### src/rtl/wide_add_seq.sv
// Byte-serial WORDS x W-bit adder sequencer driving one shared external W-bit adder, LSB slice first.
// Optional subtract mode: define WIDE_ADD_SEQ_SUB_EN to add the op_sub port (a - b, cout=1 means no borrow).
module wide_add_seq #(
   parameter int W     = 8,
   parameter int WORDS = 4
) (
   input  logic               clk,
   input  logic               rst_n,
   input  logic               start,
   input  logic [W*WORDS-1:0] a_in,
   input  logic [W*WORDS-1:0] b_in,
   input  logic               cin,
`ifdef WIDE_ADD_SEQ_SUB_EN
   input  logic               op_sub,
`endif
   output logic [W-1:0]       add_a,
   output logic [W-1:0]       add_b,
   output logic               add_cin,
   input  logic [W-1:0]       add_sum,
   input  logic               add_cout,
   output logic               busy,
   output logic               done,
   output logic [W*WORDS-1:0] sum_out,
   output logic               cout
);

   localparam int N  = W * WORDS;
   localparam int IW = (WORDS > 1) ? $clog2(WORDS) : 1;
   localparam logic [IW-1:0] LAST_IDX = IW'(WORDS - 1);
   localparam logic [IW-1:0] ONE_IDX  = IW'(1);

   typedef enum logic [1:0] {
      IDLE = 2'd0,
      RUN  = 2'd1,
      DONE = 2'd2
   } state_t;

   state_t        state_r;
   logic [IW-1:0] idx_r;
   logic          carry_r;
   logic          sub_r;
   logic [N-1:0]  a_r;
   logic [N-1:0]  b_r;
   logic [N-1:0]  acc_r;
   logic [N-1:0]  sum_r;
   logic          cout_r;
   logic          busy_r;
   logic          done_r;

   logic          sub_in_s;
   logic          carry_init_s;
   logic [W-1:0]  a_slice_s;
   logic [W-1:0]  b_slice_s;
   logic [N-1:0]  acc_next_s;

`ifdef WIDE_ADD_SEQ_SUB_EN
   assign sub_in_s = op_sub;
`else
   assign sub_in_s = 1'b0;
`endif

   // Subtraction is a + ~b + 1, so the incoming carry is forced high.
   assign carry_init_s = sub_in_s ? 1'b1 : cin;

   // Adder operands come from latched registers only, and are zero outside RUN.
   always_comb begin
      a_slice_s = a_r[idx_r*W +: W];
      b_slice_s = b_r[idx_r*W +: W];
      if (state_r == RUN) begin
         add_a   = a_slice_s;
         add_b   = sub_r ? ~b_slice_s : b_slice_s;
         add_cin = carry_r;
      end else begin
         add_a   = {W{1'b0}};
         add_b   = {W{1'b0}};
         add_cin = 1'b0;
      end
   end

   // Accumulator with the current slice merged in, so the final byte lands in the same edge.
   always_comb begin
      acc_next_s = acc_r;
      acc_next_s[idx_r*W +: W] = add_sum;
   end

   // Sequencer FSM with registered handshake and result outputs.
   always_ff @(posedge clk or negedge rst_n) begin
      if (!rst_n) begin
         state_r <= IDLE;
         idx_r   <= {IW{1'b0}};
         carry_r <= 1'b0;
         sub_r   <= 1'b0;
         a_r     <= {N{1'b0}};
         b_r     <= {N{1'b0}};
         acc_r   <= {N{1'b0}};
         sum_r   <= {N{1'b0}};
         cout_r  <= 1'b0;
         busy_r  <= 1'b0;
         done_r  <= 1'b0;
      end else begin
         done_r <= 1'b0;
         case (state_r)
            IDLE, DONE: begin
               if (start) begin
                  a_r     <= a_in;
                  b_r     <= b_in;
                  sub_r   <= sub_in_s;
                  carry_r <= carry_init_s;
                  idx_r   <= {IW{1'b0}};
                  busy_r  <= 1'b1;
                  state_r <= RUN;
               end else begin
                  busy_r  <= 1'b0;
                  state_r <= IDLE;
               end
            end
            RUN: begin
               acc_r   <= acc_next_s;
               carry_r <= add_cout;
               if (idx_r == LAST_IDX) begin
                  idx_r   <= {IW{1'b0}};
                  sum_r   <= acc_next_s;
                  cout_r  <= add_cout;
                  done_r  <= 1'b1;
                  busy_r  <= 1'b0;
                  state_r <= DONE;
               end else begin
                  idx_r <= idx_r + ONE_IDX;
               end
            end
            default: begin
               busy_r  <= 1'b0;
               state_r <= IDLE;
            end
         endcase
      end
   end

   assign busy    = busy_r;
   assign done    = done_r;
   assign sum_out = sum_r;
   assign cout    = cout_r;

endmodule
### config.mk
export PLATFORM = sky130hd
export DESIGN_NAME = wide_add_seq
export DESIGN_NICKNAME = d
export VERILOG_FILES = /design/src/rtl/wide_add_seq.sv
export SDC_FILE = /design/constraint.sdc
export NUM_CORES = 1
export LEC_CHECK = 0
export ABC_AREA = 1
export CORE_MARGIN = 5
export CORE_UTILIZATION = 56
export CTS_BUF_LIST = sky130_fd_sc_hd__clkbuf_4 sky130_fd_sc_hd__clkbuf_8 sky130_fd_sc_hd__clkbuf_16
export DETAILED_ROUTE_END_ITERATION = 8
export PLACE_DENSITY = 0.87
export SYNTH_ARGS = -nofsm -noshare
export SYNTH_HDL_FRONTEND = slang
export SYNTH_SLANG_ARGS = --single-unit
### constraint.sdc
create_clock -name clk -period 5.2 [get_ports clk]
set_clock_uncertainty 0.1 [all_clocks]
set_input_delay 1.04 -clock clk [delete_from_list [all_inputs] [get_ports clk]]
set_output_delay 1.04 -clock clk [all_outputs]
set_load 0.05 [all_outputs]
==> summary.txt <==
Logic synthesis
  – Mean Syn Cell Area: 7.48 sq um
  – Unique cell type count in the Yosys netlist: 22
  – Synth top cells by count: nand2_1, dfrtp_1, nor2_1
  – Yosys warnings: 0
  – Async SR Flop Fraction: 100%
  – Ranking of synthesized cells by area: dfrtp_1, nand2_1, nor2_1, nand3_1, a21oi_1
  – Count leader, synth: nand2_1
  – Share of the synthesized area in the top cell type: 53.0%
  – Post-Syn Nets: 942
  – Post-Synthesis Cells: 859
  – Top FF cell, synth: dfrtp_1
  – Post-synthesis sequential area ratio: 53.0%
  – Post-synth EDFFs: 0
  – Largest area contributor in the netlist: dfrtp_1
  – #FFs+latches synth: 136
  – Synthesized area: 6430 sq um

Placement
  – Post-DP Area: 7690 sq um
  – GPL Wtd Cong: 0.896
  – Post-DP HPWL: 11.4 mm
  – Port Buffers: 128
  – Post-place setup slack: 1.64 ns
  – Inst Count DP: 1089

STA
  – RSZ-0062 raised after global routing: false
  – Final min period: 4.05 ns
  – Slew Limit Fails: 0
  – Final Cycle Share: 77.8%
  – Min Hold Slack: 0.370 ns
  – Max Fclk: 247 MHz
  – Worst-Margin Slew: 1.10 ns
  – Setup WS post-layout: 1.15 ns
  – Final Hold Viols: 0
  – Setup violators final: 0
  – Relative slew slack: 26.4%
  – Final TNS setup: 0 ns

Global routing
  – Largest net degree at the start of global routing: 71
  – Remaining global-route overflow: 0
  – Global-route wire length before repair: 27.9 mm
  – Tot GR Track Use: 26.4%
  – Vias in the first global route: 5772
  – Number of antenna violations at the first check in global routing: 0

Floorplan
  – Die area: 13700 sq um
  – I/O pin count: 129
  – Core Footprint: 11300 sq um
  – Effective utilization at floorplan: 56.8%
  – # rows: 39
  – Die Y: 117 um
  – Die X: 117 um

Clocking
  – Clock Latency Late Sink: 0.42 ns
  – # clock sinks: 136
  – Post-CTS setup repair buffer count: 0
  – Htree depth: 4
  – Cts bufs inserted: 17
  – CTS tree: yes
  – Root buf cell: clkbuf_16
  – Clock Pin Slew Worst Setup and Hold Paths: 0.06 ns
  – Clock Tree Buf Depth: 2
  – Hold buffers post-CTS: 0
  – PostCTS Resize Cnt: 0

Detailed routing
  – DR WL/cell: 15.2 um
  – Post-route antenna net violation count: 0
  – Pre-antenna DRT Iters: 5
  – DRT iter0 DRCs: 500
  – Remaining DRCs: 0
  – Vias after detailed routing: 5904
  – Via density: 5.27
  – WL final: 17.1 mm

Layout
  – Finished Layout Cells: 1120
  – Diode count: 0
  – Layout cells sized above 1: 5.32%
  – Sequential cell area: 3400 sq um
  – Area Growth Syn to Fin: 28.8%
  – Area of the multi-input gates: 2640 sq um
  – Fillers: 832
  – Fin area: 8280 sq um
  – Final #Nets: 1048

Power
  – P_leak: 4.38 nW
  – Total power per unit cell area: 703 nW/um^2
  – Max VDD drop: 0.000560 V

Outcome
  – Outcome: completed

Worst setup path
  – Max Fanout on Critical Path: 20
  – Crit Path Class: register to output pin
  – CP startpoint: idx_r[1]
  – CP Capture Type: output pin
  – Worst r2r src: state_r[1]
  – Worst Path Required: 4.06 ns
  – Setup crit start kind: register
  – Crit path DAT: 2.91 ns

Hold path
  – Worst Min Path Start: a_r[29]
  – Hold crit path type: register to register

Run
  – Max-cap violations: 0
-- metal layers --
layer,vias up,global-route usage (%),share of wire (%)
met5,-,0,0
met2,205,43.4,49
li1,2871,-,-
met4,0,10.5,3.0
met3,43,7.46,7.5
met1,2785,33.2,41
-- cell type report --
type / instances / share of cell area (%)
sequential: 136 / 41.1
multi-input combinational: 639 / 31.8
timing repair buffer: 133 / 16.1
clock buffer: 23 / 5.91
tap: 143 / 2.16
inverter: 38 / 1.75
clock inverter: 8 / 1.16
-- through the flow --
stage                     utilization, %  power [mW]
after detailed placement            67.9        4.62
after global placement              67.9        4.55
final                               73.1        5.82
after CTS                           73.1        5.83
after floorplan                        -        3.79
after global routing                73.1        6.20
-- report_power, final --
part	switching [mW]	total, mW	internal [mW]
Clock	0.434	1.19	0.754
Combinational	1.97	2.82	0.855
Sequential	0.299	1.81	1.51
-- layout by cell type (no fill, tap or decap), types with 8 or more instances in the layout --
cell type,synthesis,final
clkdlybuf4s50_1,0,127
inv_1,30,30
o21ai_0,16,16
nand3_1,56,56
dfrtp_1,136,135
nor2_1,91,91
nand2_1,418,417
nand4_1,8,8
a21oi_1,32,32
clkbuf_16,0,17
-- path summary, 6_finish.rpt --
check	end	slack, ns	cells past startpoint
hold reg to reg	a_r[29]	0.37	2
setup / recovery	add_a[3]	1.15	5
setup reg to reg	sum_out[10]	2.16	7
hold / removal	a_r[29]	0.37	2
max in group asynchronous	idx_r[0]	3.55	2
min in group asynchronous	a_r[22]	0.61	1
-- worst max-delay path: stages (launching register included) --
cell	delay, ns
dfrtp_1	0.80
inv_2	0.37
nor2_1	0.19
o21ai_0	0.10
a21oi_1	0.16
clkdlybuf4s50_1	0.86
-- state kept, by name, indices dropped and copies added, names as in the netlist --
register	flops
b_r	32
a_r	32
done	1
cout	1
carry_r	1
sum_out	32
idx_r	2
acc_r	32
state_r	2
busy	1
-- cells by family after synthesis --
logic type / share of synthesized area, %
flops: 53.0
compound gates: 4.09
fa+ha+maj: 1.17
buf+inv: 6.08
simple gates: 35.7
(Power assumes the default switching activity.)
